$ cat src/rtl/btn_debounce.sv
// Pushbutton conditioner: 2-flop synchronizer, per-button debounce counter, press pulse and key encoder.
// Define BTN_ACTIVE_LOW_EN for pull-up buttons (btn_raw inverted before the synchronizer).
module btn_debounce #(
    parameter int N_BTN           = 4,
    parameter int DEBOUNCE_CYCLES = 1000000,
    parameter int CNT_W           = 20
) (
    input  logic             clk,
    input  logic             reset,
    input  logic [N_BTN-1:0] btn_raw,
    output logic [N_BTN-1:0] btn_level,
    output logic [N_BTN-1:0] btn_press,
    output logic             key_valid,
    output logic [1:0]       key_code,
    output logic             key_multi
);
    localparam logic [CNT_W-1:0] CNT_LAST = CNT_W'(DEBOUNCE_CYCLES - 1);

    logic [N_BTN-1:0] btn_in;
    logic [N_BTN-1:0] s1_q, s2_q;
    logic [N_BTN-1:0] stb_q, stb_d;
    logic [N_BTN-1:0] press_q, press_d;
    logic [CNT_W-1:0] cnt_q [N_BTN];
    logic [CNT_W-1:0] cnt_d [N_BTN];
    logic             valid_q, valid_d;
    logic             multi_q, multi_d;
    logic [1:0]       code_q, code_d;

`ifdef BTN_ACTIVE_LOW_EN
    assign btn_in = ~btn_raw;
`else
    assign btn_in = btn_raw;
`endif

    // A differing sample advances the counter; any sample equal to stb restarts it.
    always_comb begin
        stb_d = stb_q;
        for (int i = 0; i < N_BTN; i++) begin
            cnt_d[i] = '0;
            if (s2_q[i] != stb_q[i]) begin
                if (cnt_q[i] == CNT_LAST) begin
                    stb_d[i] = s2_q[i];
                end else begin
                    cnt_d[i] = cnt_q[i] + CNT_W'(1);
                end
            end
        end
    end

    // Encoder works on next-cycle press so all key outputs line up with btn_press.
    always_comb begin
        int unsigned ones;
        ones    = 0;
        press_d = stb_d & ~stb_q;
        valid_d = |press_d;
        code_d  = 2'd0;
        for (int i = N_BTN - 1; i >= 0; i--) begin
            if (press_d[i]) begin
                code_d = 2'(i);
                ones   = ones + 1;
            end
        end
        multi_d = (ones > 1);
    end

    always_ff @(posedge clk or posedge reset) begin
        if (reset) begin
            s1_q    <= '0;
            s2_q    <= '0;
            stb_q   <= '0;
            press_q <= '0;
            valid_q <= 1'b0;
            code_q  <= 2'd0;
            multi_q <= 1'b0;
            for (int i = 0; i < N_BTN; i++) begin
                cnt_q[i] <= '0;
            end
        end else begin
            s1_q    <= btn_in;
            s2_q    <= s1_q;
            stb_q   <= stb_d;
            press_q <= press_d;
            valid_q <= valid_d;
            code_q  <= code_d;
            multi_q <= multi_d;
            for (int i = 0; i < N_BTN; i++) begin
                cnt_q[i] <= cnt_d[i];
            end
        end
    end

    assign btn_level = stb_q;
    assign btn_press = press_q;
    assign key_valid = valid_q;
    assign key_code  = code_q;
    assign key_multi = multi_q;

endmodule
$ cat config.mk
export PLATFORM = sky130hd
export DESIGN_NAME = btn_debounce
export DESIGN_NICKNAME = d
export VERILOG_FILES = /design/src/rtl/btn_debounce.sv
export SDC_FILE = /design/constraint.sdc
export NUM_CORES = 1
export LEC_CHECK = 0
export BUFFER_PORTS_ARGS = -buffer_cell sky130_fd_sc_hd__buf_4
export CAP_MARGIN = 10
export CORE_ASPECT_RATIO = 0.6
export CORE_MARGIN = 5
export CORE_UTILIZATION = 30
export DETAILED_ROUTE_END_ITERATION = 6
export PLACE_DENSITY = 0.46
export SLEW_MARGIN = 0
export SYNTH_ARGS = -nofsm -noshare
export SYNTH_HDL_FRONTEND = slang
export SYNTH_SLANG_ARGS = --single-unit
$ cat constraint.sdc
create_clock -name clk -period 3.1 [get_ports clk]
set_input_delay 0.465 -clock clk [delete_from_list [all_inputs] [get_ports clk]]
set_output_delay 0.465 -clock clk [all_outputs]
set_load 0.01 [all_outputs]
# == After elaboration in Yosys (flattened, before gate mapping) ==
# Cells that the tools add are included.
# classes
add_sub_neg,7
mul,0
div_mod_pow,0
order_cmp,1
eq_ne,8
shifts,0
mux,24
bitwise_logic,2
n_reduce_logical,1
# ops
op,count
two-way mux 20 bit,8
adder 32 x 1 -> 32 bit (second input constant),3
two-way mux 32 bit,3
adder 20 x 1 -> 20 bit (second input constant),4
equality test 20 bit (second input constant),4
greater-than comparator 32 x 1 -> 1 bit (second input constant),1
two-way mux 1 bit,9
two-way mux 2 bit,4
AND 4 bit,1
inequality test 1 bit,4
NOT 4 bit,1
OR reduction 4 bit,1
# totals
register_bits,100
latch_bits,0
mem_bits_rw,0
mem_bits_ro,0
output_inout_bits,12
n_memories,0

# == Longest topological paths before layout ==
# Gate-level depths: netlist of the first run.
# depth
word_depth,12
depth_mapped,13
ltp_nobuf,13

# == Worst setup path before layout of the first run ==
# Ideal clock, no wire load.
# synth_path
kind,reg2reg
start,reg cnt_q[20] (netlist bit)
end,"reg multi_q, in the netlist key_multi"
setup_ns,0.067
t_arrival_ns,3.153
path_slack_ns,-0.119
path_stages_with_launch,12
path_cell_list,dfrtp_1 ha_1 and3_1 nand3_1 or3_1 or3b_2 ha_1 xor2_1 ha_1 or4_1 nand3_1 o31a_1
# synth_between
elab_chain_len,10
# synth_lines
element,line,rtl
"start, declared",23,logic [CNT_W-1:0] cnt_q [N_BTN];
"start signal, assigned by index",87,cnt_q[i] <= cnt_d[i];
equality test 20 bit (*),41,if (cnt_q[i] == CNT_LAST) begin
two-way mux 1 bit (*),41,
two-way mux 1 bit (*),40,if (s2_q[i] != stb_q[i]) begin
AND 4 bit (*),54,press_d = stb_d & ~stb_q;
two-way mux 32 bit (*),58,if (press_d[i]) begin
adder 32 x 1 -> 32 bit,60,ones = ones + 1;
two-way mux 32 bit (*),58,
adder 32 x 1 -> 32 bit,60,
two-way mux 32 bit (*),58,
greater-than comparator 32 x 1 -> 1 bit (*),63,multi_d = (ones > 1);
named net multi_d,26,"logic multi_q, multi_d;"
"end signal, assigned",85,multi_q <= multi_d;
"end, declared",26,
# Mark *: on every way through the listed nets, which the timed path passes. The rest lies on a longest branch.

# == Worst setup path after layout of the first run ==
# Ends and elaborated chain as after synthesis.

==> results of run 1 <==
==> power breakdown <==
group	internal [W]	total, W	switching [W]
logic	0.0000291	0.0000877	0.0000586
registers	0.00132	0.00134	0.0000147
clock network	0.000746	0.00122	0.000473
total	0.00210	0.00264	0.000547
==> final cells by class <==
type	count	area, sq um	share of cell area [%]
Tap cell	203	254	4.41
Timing Repair Buffer	49	384	6.67
Clock buffer	11	253	4.39
Multi-Input combinational cell	335	2250	39.0
Sequential cell	100	2500	43.4
Inverter	11	46.3	0.803
Clock inverter	4	72.6	1.26
==> what timing repair did <==
action,CTS,global route
pin swaps,0,9
setup endpoints to repair,1,1
resized for setup,2,15
hold buffers,0,0
buffers inserted,0,4
==> per-stage QoR <==
step	setup TNS (ns)	setup WS [ns]	hold slack, ns	power (W)
global placement	-0.0721	-0.0721	0.336	0.00145
floorplan	0	0.00166	0.331	0.00142
finish	0	0.148	0.178	0.00264
global route	0	0.00609	0.206	0.00276
detailed placement	-0.0636	-0.0636	0.335	0.00145
CTS	0	0.0192	0.192	0.00269
==> state kept, by name, summed over array words and instances, names as in the netlist <==
name and flops:
cnt_q 80, btn_level 4, btn_press 4, s1_q 4
s2_q 4, key_code 2, key_multi 1, key_valid 1
==> placed cells by master, fill, tap and decap left out, drive strengths merged, types with 19 or more instances in the layout <==
cell type	instances
xnor2	32
xor2	44
and3	23
nand2	26
nor2	92
buf	49
nand3	28
dfrtp	100
nand4	19
==> path summary, 6_finish.rpt <==
kind | from | to | slack, ns
setup reg to reg | cnt_q[20] | key_multi | 0.15
hold / removal | reset | cnt_q[28] | 0.18
max in group asynchronous | reset | s2_q[0] | 2.23
hold reg to reg | s1_q[2] | s2_q[2] | 0.35
min in group clk | btn_raw[3] | s1_q[3] | 0.23
setup / recovery | cnt_q[20] | key_multi | 0.15
==> metal layers <==
layer	share of wire (%)	vias up	routed length (um)
met4	0.75	0	73
met5	0	-	0
met1	54	1555	5260
met2	42	29	4090
met3	3.0	7	288
li1	-	1641	-
==> cell families after synthesis <==
| kind of cell | after synthesis | synth area share (%) |
|---|---|---|
| adders and majority gates | 10 | 2.61 |
| muxes | 5 | 1.15 |
| AOI/OAI and AO/OA | 3 | 0.444 |
| xor gates and xnor gates | 76 | 13.9 |
| DFF | 100 | 52.2 |
| and+or+nand+nor | 241 | 27.0 |
| buffers and inverters | 25 | 2.64 |
==> impl_results.md, run 1 <==
- Status: complete, no violations
- Layout Area Growth over Synthesis: 20.3%
- PD cells: 459 nW/um^2
- CP Capture Type: flop
- Fillers: 1576
- Core ar.: 15500 sq um
- Register area share after synthesis: 52.2%
- Syn Nets: 476
- Finished Cell Area: 5760 sq um
- Syn avg cell area: 10.4 sq um
- Main area contributors after synthesis: dfrtp_1 52%, xor2_1 8.0%, nor2_1 7.2%
- Yosys cell types: 40
- Pin count of the biggest net entering global routing: 60
- Met3 Track Usage GR: 3.05%
- Max Cap Viol: 0
- Root buf cell: clkbuf_16
- Global-route wire length before repair: 16500 um
- Clk Latency, worst-skew pair: 0.34 ns
- HP Class: in -> async
- Net count, final: 522
- Routed WL per cell: 13.6 um
- Busiest grt layer: met1
- Vias in the first global route: 3232
- Fraction of registers with async set/reset: 100%
- Vias post-DR: 3232
- GRT Total Usage: 10.9%
- Non-filler cells, final: 713
- Synth Cell Area: 4790 sq um
- Synth top area share: 52.2%
- Leakage: 2.56 nW
- I/O Pins: 18
- Final Max Slew Viols: 0
- DRT iter0 DRCs: 156
- Top cell type by total area after synthesis: dfrtp_1
- Worst R2R Path Depth: 11
- Cell family with most CP delay: simple AND/OR/NAND/NOR gates
- Fin crit share: 95.2%
- Flops & latches, synth: 100
- VDD IR max: 236 uV
- Slew margin rel.: 38.1%
- Synth top cells by count: 100 x dfrtp_1, 92 x nor2_1, 44 x xor2_1
- Clock sink count: 100
- Via density: 4.53
- CP Buf/Inv Count: 0
- Final wirelength: 9720 um
- Final setup viols: 0
- Initial antenna violation count: 0
- Placed cell count: 694
- Critical path launch point type: flop
- Placed cell areas: 5320 sq um
- HPWL after DPL: 6630 um
- Placer Congestion: 0.737
- Met1 usage in global routing: 16.0%
- Ys Warns: 0
- Die span in x: 173 um
- Port bufs: 17
- Least-Margin Pin Slew: 0.921 ns
- Count leader, synth: dfrtp_1
- # diodes: 0
- Met2 Use GR: 15.5%
- Logic depth of the worst path, buffers included: 11
- TritonCTS Buffers: 9
- Overflow after GRT: 0
- Chip height: 108 um
- Crit-path most repeated cell: ha_2
- Share of cells above drive strength 1: 18.4%
- Clock period minus worst slack: 2.95 ns
- Drt pass-1 iters: 4
- Die ar.: 18700 sq um
- Rows: 35
- Drc violations: 0
- Skew final: 0.00815 ns
- CP required: 3.38 ns
- Clock slew at reported path FFs: 0.07 ns
- Gate count of the mapped netlist: 460
- Crit-path max FO: 2
- Final Hold Vio Count: 0
- Starting Density: 30.9%
- Max Fclk: 0.339 GHz
- Finished Core Util: 37.2%
- CTS tree: built
- Slowest-stage cell, CP: or4_1
- Slowest stage delay, CP: 0.45 ns
- Post-DRT Antenna Nets: 0
- Post-synth EDFFs: 0
- Ys flop type: dfrtp_1
- Max clock buf depth: 2
- Cell Chain, Critical Path: ha_2 > and3_4 > nand3_2 > or3_4 > or3b_4 > ha_4 > xor2_1 > ha_2 > or4_1 > nand3_1 > o31a_1
- Setup CP Type: reg -> reg
- Arrival @ worst endpoint: 3.23 ns
- Unrepaired setup endpoints after global routing: false
- Htree depth: 3
Note: power is estimated with default switching activity, not from simulation.
==> run 2: changes to the inputs <==
--- a/config.mk
+++ b/config.mk
@@ -9,9 +9,9 @@
 export CAP_MARGIN = 10
 export CORE_ASPECT_RATIO = 0.6
 export CORE_MARGIN = 5
-export CORE_UTILIZATION = 30
+export CORE_UTILIZATION = 37
 export DETAILED_ROUTE_END_ITERATION = 6
-export PLACE_DENSITY = 0.46
+export PLACE_DENSITY = 0.54
 export SLEW_MARGIN = 0
 export SYNTH_ARGS = -nofsm -noshare
 export SYNTH_HDL_FRONTEND = slang
==> impl_results.md, run 2 (synthesis gave the netlist of run 1 again) <==
- CP Buf/Inv Count: 0
- Chip height: 98.1 um
- Worst R2R Start: cnt_q[8]
- Worst R2R Path Depth: 10
- Non-filler cells, final: 674
- Cell Chain, Critical Path: or4b_4 > nor4_1 > and3_1 > nand3b_1 > ha_4 > xor2_4 > ha_4 > or4_4 > nand3_2 > o31a_1
- GRT Total Usage: 12.8%
- Critical path launch point type: flop
- Final setup viols: 0
- Placer Congestion: 0.772
- Port bufs: 17
- Top reg by flops: cnt_q
- Initial antenna violation count: 0
- Share of cells above drive strength 1: 16.3%
- HPWL after DPL: 6350 um
- Die span in x: 157 um
- Placed cell count: 658
- Final Max Slew Viols: 0
- Overflow after GRT: 0
- Status: complete, no violations
- Least-Margin Pin Slew: 0.778 ns
- # diodes: 0
- Routed WL per cell: 13.6 um
- Leakage: 2.52 nW
- Max Fclk: 0.331 GHz
- Reg2reg setup slack: 0.08 ns
- Vias post-DR: 3296
- Setup CP Type: reg -> reg
- Worst setup path startpoint: cnt_q[8]
- Starting Density: 37.5%
- Root buf cell: clkbuf_16
- Drc violations: 0
- # hold bufs at CTS: 0
- Max FFs per register: 80
- Skew final: 0.00796 ns
- Rows: 32
- Crit-path most repeated cell: ha_4
- Slew margin rel.: 47.7%
- Pin count of the biggest net entering global routing: 53
- VDD IR max: 238 uV
- Arrival @ worst endpoint: 3.29 ns
- Metal1 wirelength: 4950 um
- Die ar.: 15400 sq um
- Via density: 4.89
- Core ar.: 12800 sq um
- Clk Latency, worst-skew pair: 0.34 ns
- PD cells: 445 nW/um^2
- Most frequent cells in the layout: 100 x dfrtp_1, 92 x nor2_1, 43 x xor2_1
- Metal3 WL: 379 um
- HP Class: in -> async
- Final wirelength: 9190 um
- Max clock buf depth: 2
- Clock period minus worst slack: 3.02 ns
- Leading cell type in the layout, fill and taps excluded: dfrtp_1
- Fin crit share: 97.3%
- Post-DRT Antenna Nets: 0
- DR top layer: met4
- Net count, final: 516
- Pre-CTS setup slack: -0.0711 ns
- I/O Pins: 18
- CP Capture Type: flop
- Vias in the first global route: 3137
- Slowest stage delay, CP: 0.53 ns
- Drt pass-1 iters: 4
- Layout Area Growth over Synthesis: 17.7%
- Clock sink count: 100
- CTS tree: built
- Final Hold Vio Count: 0
- Global-route wire length before repair: 16000 um
- Max Cap Viol: 0
- Crit-path max FO: 3
- Total Power: 0.00251 W
- Reg2reg end: key_multi
- TritonCTS Buffers: 9
- Clock slew at reported path FFs: 0.07 ns
- Slowest-stage cell, CP: or4b_4
- CP required: 3.38 ns
- DRT iter0 DRCs: 202
- Setup WS post-layout: 0.0832 ns
- Cell family with most CP delay: simple AND/OR/NAND/NOR gates
- Htree depth: 3
- Met2 Wirelength: 3770 um
## run 2: cell count changes in the layout (fill, tap and decap cells not counted), moves of 2 or more
cell	before	now
buf_4	47	42
nor4_2	3	0
clkbuf_1	0	2
clkbuf_8	2	0
inv_1	8	10
nor4_1	5	7
## run 2: worst max path at each step
stage           endpoint  depth (start not counted)
2_1_floorplan  key_multi                         11
3_3_place_gp   key_multi                         10
3_5_place_dp   key_multi                         10
4_1_cts        key_multi                         14
5_1_grt        key_multi                         14
6_report       key_multi                         10
## run 2: what timing repair did
item                       4_1_cts  5_1_grt
pin swaps                        0        6
setup endpoints to repair        1        1
gates resized for setup          2       11
setup buffers                    0        1
## run 2: worst register-to-register path, stage by stage, from the launching register on
cell and delay [ns]:
dfrtp_1 0.39, or4b_4 0.53, nor4_1 0.25, and3_1 0.23, nand3b_1 0.18, ha_4 0.32
xor2_4 0.19, ha_4 0.19, or4_4 0.47, nand3_2 0.08, o31a_1 0.12
## run 2: cell type report
type | instances | area (sq um)
fill | 1211 | 7140
sequential | 100 | 2500
multi-input combinational | 335 | 2260
timing repair buffer | 43 | 335
clock buffer | 11 | 233
tap | 170 | 213
clock inverter | 4 | 51.3
inverter | 11 | 43.8
## run 2: routing by layer
layer,GRT usage [%],vias to the layer above
met4,3.60,0
met3,3.54,9
li1,-,1630
met1,20.2,1615
met5,0,-
met2,16.9,42
## run 2: per-stage QoR
stage                     hold slack (ns)  utilization, %  cell area, sq um   TNS [ns]
after floorplan                     0.331               -              4800          0
after global placement              0.336            41.2              5260    -0.0467
after detailed placement            0.340            41.2              5260    -0.0711
after CTS                           0.211            43.5              5560          0
after global routing                0.206            44.1              5640  -0.000699
final                               0.208            44.1              5640          0
## run 2: power breakdown
group | switching (W) | internal, W
Sequential | 0.0000143 | 0.00132
Combinational | 0.0000578 | 0.0000279
Clock | 0.000464 | 0.000622
Total | 0.000536 | 0.00197
